===== config.mk =====
export PLATFORM = sky130hd
export DESIGN_NAME = imuldiv_mul_arbiter
export DESIGN_NICKNAME = d
export VERILOG_FILES = /design/src/rtl/imuldiv_mul_arbiter.sv
export SDC_FILE = /design/constraint.sdc
export NUM_CORES = 1
export LEC_CHECK = 0
export ABC_AREA = 1
export CAP_MARGIN = 15
export CORE_AREA = 3 3 169 171
export CTS_CLUSTER_DIAMETER = 200
export CTS_CLUSTER_SIZE = 10
export DETAILED_ROUTE_END_ITERATION = 16
export DIE_AREA = 0 0 172 174
export DONT_BUFFER_PORTS = 1
export GPL_TIMING_DRIVEN = 0
export PLACE_DENSITY_LB_ADDON = 0.1
export SLEW_MARGIN = 20
export SYNTH_ARGS = -nofsm -noshare
export SYNTH_HDL_FRONTEND = slang
export SYNTH_SLANG_ARGS = --single-unit

===== constraint.sdc =====
create_clock -name clk -period 3.5 [get_ports clk]
set_clock_uncertainty 0.2 [all_clocks]
set_input_delay 0.175 -clock clk [delete_from_list [all_inputs] [get_ports clk]]
set_output_delay 0.175 -clock clk [all_outputs]
set_load 0.05 [all_outputs]

===== src/rtl/imuldiv_mul_arbiter.sv =====
// imuldiv_mul_arbiter
// Shares one iterative multiplier between two requesters. A small IDLE/BUSY/RESP
// FSM allows at most one operation in flight. In IDLE a round-robin grant picks a
// requester and passes its handshake straight through to the multiplier. The
// multiplier result is buffered, and the buffer is then presented to the owning
// requester. Per-port counters record completed operations.
//
// Handshake semantics (all val/rdy pairs): a transfer happens on a rising clk
// edge where both val and rdy are 1. A producer holds val and its message stable
// until that transfer. A consumer may raise or drop rdy at any time. rdy never
// depends on a transfer in the same cycle, only on the current state and on
// inputs.

module imuldiv_mul_arbiter #(
  parameter int CNT_W = 16
) (
  input  logic             clk,
  input  logic             reset,

  // requester 0
  input  logic [31:0]      req0_msg_a,
  input  logic [31:0]      req0_msg_b,
  input  logic             req0_val,
  output logic             req0_rdy,

  // requester 1
  input  logic [31:0]      req1_msg_a,
  input  logic [31:0]      req1_msg_b,
  input  logic             req1_val,
  output logic             req1_rdy,

  // responses back to the requesters
  output logic [63:0]      resp0_msg,
  output logic             resp0_val,
  input  logic             resp0_rdy,
  output logic [63:0]      resp1_msg,
  output logic             resp1_val,
  input  logic             resp1_rdy,

  // shared multiplier
  output logic [31:0]      mul_req_msg_a,
  output logic [31:0]      mul_req_msg_b,
  output logic             mul_req_val,
  input  logic             mul_req_rdy,
  input  logic [63:0]      mul_resp_msg,
  input  logic             mul_resp_val,
  output logic             mul_resp_rdy,

  // completed-operation counters
  output logic [CNT_W-1:0] cnt0,
  output logic [CNT_W-1:0] cnt1,

  // FSM state, exposed for observation
  output logic [1:0]       state_dbg
);

  localparam logic [1:0] IDLE = 2'd0;
  localparam logic [1:0] BUSY = 2'd1;
  localparam logic [1:0] RESP = 2'd2;

  logic [1:0]  state;
  logic [1:0]  state_nxt;
  logic        pri;        // port that wins when both request together
  logic        owner;      // port that owns the in-flight operation
  logic [63:0] resp_buf;   // multiplier result awaiting the owner

  logic        gnt_val;
  logic        gnt_sel;
  logic        mul_req_xfer;
  logic        mul_resp_xfer;
  logic        resp_xfer;

  assign state_dbg = state;

  // Grant selection: only in IDLE and outside reset; round-robin on contention
  always_comb begin
    gnt_val = 1'b0;
    gnt_sel = 1'b0;
    if ((state == IDLE) && !reset) begin
      if (req0_val && req1_val) begin
        gnt_val = 1'b1;
        gnt_sel = pri;
      end else if (req0_val) begin
        gnt_val = 1'b1;
        gnt_sel = 1'b0;
      end else if (req1_val) begin
        gnt_val = 1'b1;
        gnt_sel = 1'b1;
      end
    end
  end

  // The granted requester talks to the multiplier directly; operands are zero with no grant
  always_comb begin
    mul_req_val   = gnt_val;
    mul_req_msg_a = 32'd0;
    mul_req_msg_b = 32'd0;
    if (gnt_val) begin
      mul_req_msg_a = gnt_sel ? req1_msg_a : req0_msg_a;
      mul_req_msg_b = gnt_sel ? req1_msg_b : req0_msg_b;
    end
  end

  assign req0_rdy = gnt_val && !gnt_sel && mul_req_rdy;
  assign req1_rdy = gnt_val &&  gnt_sel && mul_req_rdy;

  // Result capture is only open while an operation is in the multiplier
  assign mul_resp_rdy = (state == BUSY);

  // Buffered result goes to the owner only; both message buses carry the buffer
  assign resp0_val = (state == RESP) && !owner;
  assign resp1_val = (state == RESP) &&  owner;
  assign resp0_msg = resp_buf;
  assign resp1_msg = resp_buf;

  assign mul_req_xfer  = mul_req_val && mul_req_rdy;
  assign mul_resp_xfer = mul_resp_val && mul_resp_rdy;
  assign resp_xfer     = (resp0_val && resp0_rdy) || (resp1_val && resp1_rdy);

  // Next-state logic; RESP always returns to IDLE before the next grant
  always_comb begin
    state_nxt = state;
    case (state)
      IDLE:    if (mul_req_xfer)  state_nxt = BUSY;
      BUSY:    if (mul_resp_xfer) state_nxt = RESP;
      RESP:    if (resp_xfer)     state_nxt = IDLE;
      default:                    state_nxt = IDLE;
    endcase
  end

  // State register; reset abandons any in-flight operation
  always_ff @(posedge clk) begin
    if (reset) begin
      state <= IDLE;
    end else begin
      state <= state_nxt;
    end
  end

  // Ownership and round-robin pointer move only on a multiplier request transfer
  always_ff @(posedge clk) begin
    if (reset) begin
      owner <= 1'b0;
      pri   <= 1'b0;
    end else if (mul_req_xfer) begin
      owner <= gnt_sel;
      pri   <= !gnt_sel;
    end
  end

  // Hold the multiplier result until the owner accepts it
  always_ff @(posedge clk) begin
    if (reset) begin
      resp_buf <= 64'd0;
    end else if (mul_resp_xfer) begin
      resp_buf <= mul_resp_msg;
    end
  end

  // Count completions per port; counters wrap naturally
  always_ff @(posedge clk) begin
    if (reset) begin
      cnt0 <= '0;
      cnt1 <= '0;
    end else if (resp_xfer) begin
      if (owner) begin
        cnt1 <= cnt1 + CNT_W'(1);
      end else begin
        cnt0 <= cnt0 + CNT_W'(1);
      end
    end
  end

endmodule


# Yosys cells after proc, flatten, opt, wreduce, memory -nomap -nowiden
# Cells that the tools add are included.
[word_totals] reg_bits=100 out_inout_bits=232 word_cells=49
[op_classes] addsub=2 n_eq_ne=5 n_mux=15 n_bitwise=1 n_reduce_logical=20
[op_table] op="$mux 32" n=4
[op_table] op="$add 16x1->16 const B" n=2
[op_table] op="$logic_and 1x1->1" n=12
[op_table] op="$mux 1" n=7
[op_table] op="$mux 2" n=3
[op_table] op="$pmux 2 s3" n=1
[op_table] op="$ne 2x2->1 const B" n=2
[op_table] op="$reduce_and 2->1" n=2
[op_table] op="$logic_not 1->1" n=3
[op_table] op="$reduce_and 3->1" n=1
[op_table] op="$eq 2x1->1 const B" n=1
[op_table] op="$eq 2x2->1 const B" n=1
[op_table] op="$logic_not 2->1" n=1
[op_table] op="$ne 2x1->1 const B" n=1
[op_table] op="$logic_or 1x1->1" n=1
[op_table] op="$not 1->1" n=1

# Logic depth before layout (Yosys ltp)
# Gate-level depths: netlist of run 1.
[logic_depth] ltp_word=7 depth_mapped=10

# Worst setup path before layout of run 1
# No wires, ideal clock.
[synth_timing] path_type="reg2out" startpoint="register state[1], in the netlist state_dbg[1]" endpoint="output port mul_req_msg_b[12]" t_arrival_ns=2.244 required_time_ns=3.125 setup_slack_ns=0.881 path_stages_with_launch=5 n_path_buf=1 cell_sequence="dfxtp_1 -> nor3_2 -> o211ai_1 -> clkbuf_1 -> o21ai_0"
[synth_via] elab_chain_len=5 elab_cells_between_ends=6
[synth_rtl] item="start: declaration" line="61" source="logic [1:0] state;"
[synth_rtl] item="start signal: assignment" line="136" source="state <= state_nxt;"
[synth_rtl] item="$logic_not 2->1 (*)" line="79" source="if ((state == IDLE) && !reset) begin"
[synth_rtl] item="$logic_and 1x1->1 (*)" line="79"
[synth_rtl] item="$mux 1" line="79"
[synth_rtl] item="$mux 32" line="100" source="mul_req_msg_b = gnt_sel ? req1_msg_b : req0_msg_b;"
[synth_rtl] item="$mux 32 (*)" line="98" source="if (gnt_val) begin"
[synth_rtl] item="end: declaration" line="42" source="output logic [31:0] mul_req_msg_b,"
# Mark *: on every way between the ends. The rest lies on a longest branch, timed or not.

# Worst setup path in the final report of run 1
[layout_timing] startpoint="register state[1], in the netlist state_dbg[1]" endpoint="output port mul_req_msg_b[24]"
# The elaborated chain is that of the path after synthesis.

==> out/results.tsv, run 1 <==
stage	metric	value	unit
power	Power Dens Cells	426	nW/um2
floorplanning	Die H	174	um
floorplanning	area of the die	29900	um2
clock_network	clk slew on worst S/H paths	0.08	ns
synthesis	Post-synth EDFFs	0	
synthesis	most instantiated cells after synthesis	nand3_1 (144), nand2_1 (119), dfxtp_1 (100)	
timing	f_max	304	MHz
min_path	Hold WC Path Type	primary input to flop	
synthesis	Synth area leader	dfxtp_1	
place	input/output buffers	0	
timing	crit path time final	3.29	ns
clock_network	Clock Path Buffers	2	
floorplanning	die width	172	um
detailed_routing	met3 wire len	2050	um
synthesis	mean post-synth cell area	6.71	um2
global_route	pin count of the biggest net entering global routing	19	
synthesis	post-synthesis cell type count	25	
detailed_routing	DRT Pass-1 Iters	5	
setup_path	critical-path maximum fanout	10	
finish	Final #Nets	1109	
timing	Setup TNS	0	ns
setup_path	kind of end point of the critical path	output port	
detailed_routing	initial DRC count	322	
timing	Max-slew headroom	17.8	%
clock_network	TritonCTS clock tree	done	
floorplanning	Site Rows	60	
detailed_routing	top sig layer	met4	
synthesis	post-synthesis cell area	5580	um2
detailed_routing	vias	5761	
detailed_routing	routed wire length per instance	20.0	um
clock_network	Worst-Skew Late Latency	0.35	ns
timing	Worst Tran Pin Value	1.22	ns
timing	Final Max Slew Viols	0	
synthesis	post-synth net total	1033	
detailed_routing	M1 wire length	11100	um
global_route	Tot GR Track Use	15.5	%
synthesis	Main synth FF type	dfxtp_1	
detailed_routing	Post-Route WL	25100	um
synthesis	synth warn	0	
global_route	vias in the first global route	5426	
detailed_routing	post-route ant nets	0	
setup_path	CP Launch Type	flop	
finish	synthesis-to-finish area growth	24.8	%
power	leakage	2.72	nW
timing	RSZ-0062 raised after global routing	no	
run_status	outcome	finished, final reports clean	
global_route	total congestion overflow	0	
finish	share of layout cells above drive strength 1	14.0	%
floorplanning	Core Area	27000	um2
finish	ant diodes	0	
synthesis	largest cells by area after synthesis	dfxtp_1 (36%), nand3_1 (13%), buf_4 (10%), nand2_1 (8.0%), a21oi_1 (7.5%)	
synthesis	Yosys top cell area share	35.9	%
timing	WHS	0.0168	ns
setup_path	flop2flop setup slack	0.89	ns
job	MaxCap Viol Count	0	
synthesis	Synth Register Bits	100	
setup_path	most frequent cell on the critical path	buf_2	
timing	period utilisation layout	93.9	%
synthesis	Syn Inst Count	831	
place	detailed placement HPWL	20000	um
setup_path	critical path type	flop to output port	
clock_network	H-tree Lvls	3	
clock_network	Clock Sink Count	100	
setup_path	Required @ worst endpoint	3.12	ns
global_route	initial antenna violation count	0	
synthesis	ys async rst share	0	%
setup_path	CP max stage delay	0.96	ns
timing	Final setup viols	0	
floorplanning	initial core utilization	20.6	%
power	worst-case vdd ir drop	0.000251	V
floorplanning	Ports	432	
place	GPL Wtd Cong	0.874	
clock_network	Root Driver	clkbuf_16	
detailed_routing	vias per cell	4.60	
setup_path	Worst path slowest cell	o21ai_1	
setup_path	worst-path cell chain	nor3_2, o211ai_1, buf_2, buf_2, o21ai_1	
detailed_routing	# DRC	0	
timing	Fin. Hold Viols	0	
synthesis	sequential fraction of the synthesis area	35.9	%
setup_path	worst path arrival time	2.91	ns
detailed_routing	WL met2	11800	um
synthesis	most frequent cell after synthesis	nand3_1	
finish	final core utilization	25.8	%
clock_network	CTS Buf Count	9	
global_route	first-pass GRT wire length	35200	um
==> flip-flops by register name (all words and copies together), names as in the netlist <==
| register | flops |
|---|---|
| resp0_msg | 64 |
| owner | 1 |
| pri | 1 |
| cnt0 | 16 |
| state_dbg | 2 |
| cnt1 | 16 |
==> cells by family after synthesis <==
group / after synthesis / share of synthesized area [%]
XOR/XNOR: 5 / 0.785
adder cells (fa/ha/maj): 2 / 0.449
flip-flops: 100 / 35.9
AND/OR/NAND/NOR: 345 / 28.0
AO/OA/AOI/OAI: 161 / 14.6
buffers and inverters: 218 / 20.2
==> critical path, delay by kind of cell (launching register included) <==
| kind | cells | cell delay, ns |
|---|---|---|
| flip-flops | 1 | 0.56 |
| buffers and inverters | 2 | 0.44 |
| AND/OR/NAND/NOR | 1 | 0.38 |
| AO/OA/AOI/OAI | 2 | 1.16 |
==> metrics by stage <==
stage               instance area [um2]  setup WS [ns]  std cells  total power, mW
detailed placement                 6010          0.570       1172             1.89
finish                             6960          0.214       1253             2.96
global placement                   6000          0.313       1172             1.89
floorplan                          5580          0.881        831             1.78
CTS                                6960          0.180       1253             3.01
global route                       6960         0.0247       1253             3.10
==> what timing repair did <==
item	CTS	global route
setup buffers	0	0
hold buffers	65	0
resized for setup	0	0
hold endpoints to repair	66	0
==> cell usage in the layout (no fill, tap or decap), types with 3 or more instances in the layout <==
cell           synthesis  final
nor3_1                11     11
o21bai_1               3      3
o21ai_0               29     10
clkbuf_16              0      9
nand4_1               10     10
dfxtp_1              100    100
a21oi_1               83     83
nor3b_1                3      3
inv_1                 96     96
nor2_1                49     48
dlygate4sd3_1          0     65
nor2_2                 3      4
nand3_1              144    144
nand2_1              119    119
xnor2_1                5      5
nor3_2                 4      4
clkbuf_1              21     20
buf_4                 74     74
o21ai_1               45     62
buf_2                 23     23
==> per-layer routing <==
layer / global-route usage [%] / up-vias
li1: - / 2812
met1: 20.2 / 2652
met2: 25.7 / 280
met3: 4.57 / 17
met4: 2.53 / 0
met5: 0 / -
==> where the power goes <==
part	internal, mW	total [mW]	switching [mW]
Clock	0.516	1.03	0.519
Sequential	1.16	1.24	0.0870
Combinational	0.151	0.685	0.534
Total	1.82	2.96	1.14
==> area by class of cell <==
| cell class | instances | area, um2 |
|---|---|---|
| Fill cell | 3060 | 20100 |
| Inverter | 99 | 373 |
| Multi-Input combinational cell | 513 | 2460 |
| Sequential cell | 100 | 2000 |
| Tap cell | 341 | 427 |
| Clock inverter | 6 | 57.6 |
| Clock buffer | 10 | 239 |
| Buffer | 119 | 754 |
| Timing Repair Buffer | 65 | 651 |
==> final timing paths <==
path | end | cells past startpoint | start
max | mul_req_msg_b[24] | 5 | state_dbg[1]
max reg2reg | pri | 5 | state_dbg[1]
min | resp0_msg[14] | 4 | mul_resp_val
min reg2reg | pri | 2 | pri
Power figures use the tool's default switching activity.
==> run 2: changes to the inputs <==
- CTS_BUF_LIST: default -> sky130_fd_sc_hd__clkbuf_8
- SLEW_MARGIN: 20 -> 15
- clock period: 3.5 -> 3.39 ns (I/O delays scaled with it)
==> out/results.tsv, run 2 (synthesis gave the netlist of run 1 again) <==
stage	metric	value	unit
finish	share of layout cells above drive strength 1	14.3	%
detailed_routing	routed wire length per instance	19.8	um
power	worst-case vdd ir drop	0.000231	V
finish	commonest non-fill, non-tap cell in the layout	nand3_1	
timing	Max-slew headroom	20.5	%
timing	Final Max Slew Viols	0	
power	Total Power	2.76	mW
timing	Final setup viols	0	
global_route	initial antenna violation count	0	
detailed_routing	# DRC	0	
clock_network	CTS Buf Count	9	
timing	crit path time final	3.25	ns
finish	FF+latch area	2000	um2
finish	fillers	3051	
clock_network	Worst-Skew Late Latency	0.38	ns
setup_path	Required @ worst endpoint	3.02	ns
place	GPL Wtd Cong	0.874	
finish	number of flip-flops in the largest register	64	
setup_path	reg-to-reg startpoint	state_dbg[0]	
setup_path	kind of end point of the critical path	output port	
global_route	first-pass GRT wire length	35400	um
global_route	vias in the first global route	5462	
power	Power Dens Cells	397	nW/um2
floorplanning	initial core utilization	20.6	%
detailed_routing	vias	5736	
timing	Fin. Hold Viols	0	
floorplanning	Core Area	27000	um2
setup_path	worst r2r dst	resp0_msg[12]	
clock_network	Root Driver	clkbuf_8	
detailed_routing	WL met2	11600	um
detailed_routing	DRT Pass-1 Iters	5	
timing	f_max	307	MHz
power	leakage	2.73	nW
finish	multi-input logic area	2470	um2
clock_network	H-tree Lvls	3	
job	MaxCap Viol Count	0	
finish	ant diodes	0	
finish	Final #Nets	1119	
clock_network	Clock Sink Count	100	
detailed_routing	met3 wire len	2260	um
setup_path	critical path type	flop to output port	
global_route	total congestion overflow	0	
floorplanning	Die H	174	um
min_path	critical hold path startpoint	resp1_rdy	
detailed_routing	top sig layer	met4	
global_route	Tot GR Track Use	15.6	%
min_path	Hold WC Path Type	primary input to flop	
setup_path	critical-path maximum fanout	10	
timing	Worst Tran Pin Value	1.19	ns
detailed_routing	Post-Route WL	25000	um
min_path	Hold Path End	cnt1[11]	
place	detailed placement HPWL	20100	um
floorplanning	Ports	432	
detailed_routing	post-route ant nets	0	
global_route	pin count of the biggest net entering global routing	19	
finish	synthesis-to-finish area growth	24.7	%
timing	WHS	0.00160	ns
floorplanning	die width	172	um
clock_network	clk slew on worst S/H paths	0.11	ns
detailed_routing	vias per cell	4.54	
detailed_routing	initial DRC count	345	
clock_network	Clock Path Buffers	2	
detailed_routing	M1 wire length	10900	um
setup_path	r2r worst-path depth	5	
run_status	outcome	finished, final reports clean	
timing	period utilisation layout	95.9	%
floorplanning	area of the die	29900	um2
finish	most frequent cells in the layout	nand3_1 (144), nand2_1 (119), dfxtp_1 (99)	
floorplanning	Site Rows	60	
clock_network	TritonCTS clock tree	done	
timing	RSZ-0062 raised after global routing	yes	
min_path	Hold Path Depth	4	
place	input/output buffers	0	
setup_path	CP Launch Type	flop	
setup_path	worst path arrival time	2.88	ns
setup_path	flop2flop setup slack	0.46	ns
-- run 2: cell count changes in the layout (fill, tap and decap cells not counted), sizes merged --
cell / delta
buf: +2
inv: +1
clkbuf: -1
dlygate4sd3: +8
-- run 2: worst max-delay path by stage --
stage	start	to	slack, ns	cells past startpoint
after global placement	state_dbg[1]	mul_req_msg_b[9]	0.21	4
final	state_dbg[0]	mul_req_msg_b[22]	0.14	5
after CTS	state_dbg[1]	mul_req_msg_b[24]	0.003	5
after detailed placement	state_dbg[1]	mul_req_msg_b[27]	0.45	5
after floorplan	state_dbg[1]	mul_req_msg_b[12]	0.78	4
after global routing	state_dbg[0]	mul_req_msg_b[22]	-0.05	5
-- run 2: final cells by class --
cell class / instances / share of cell area, %
sequential: 100 / 28.8
tap: 341 / 6.14
timing repair buffer: 75 / 10.7
clock buffer: 9 / 1.78
multi-input combinational: 513 / 35.5
buffer: 119 / 10.8
inverter: 99 / 5.36
clock inverter: 7 / 0.828
-- run 2: critical path: stages, from the launching register on --
cell and delay (ns):
dfxtp_1 0.57, nor3_2 0.36, o211ai_1 0.20, buf_2 0.23, buf_2 0.22, o21ai_1 0.93
-- run 2: per-stage QoR --
step | instance area [um2] | setup TNS [ns] | setup slack, ns | std cells | util [%]
after global routing | 6950 | -0.100 | -0.0513 | 1263 | 25.7
after detailed placement | 6020 | 0 | 0.449 | 1174 | 22.3
after floorplan | 5580 | 0 | 0.776 | 831 | -
after global placement | 6000 | 0 | 0.208 | 1172 | 22.2
after CTS | 6940 | 0 | 0.00303 | 1263 | 25.7
final | 6950 | 0 | 0.137 | 1263 | 25.7
-- run 2: per-layer routing --
| layer | up-vias | GRT usage (%) |
|---|---|---|
| li1 | 2825 | - |
| met1 | 2636 | 20.4 |
| met2 | 260 | 25.3 |
| met3 | 15 | 5.41 |
| met4 | 0 | 2.59 |
| met5 | - | 0 |
-- run 2: power breakdown --
group / internal [mW] / leakage, nW / switching (mW) / total (mW)
registers: 1.19 / 0.808 / 0.0899 / 1.28
clock network: 0.278 / 0.0881 / 0.485 / 0.763
logic: 0.162 / 1.83 / 0.553 / 0.715
-- run 2: what timing repair did --
item / 4_1_cts / 5_1_grt
hold endpoints to repair: 70 / 0
hold buffers: 73 / 0
resized for setup: 1 / 5
setup endpoints to repair: 1 / 16
setup buffers: 0 / 0
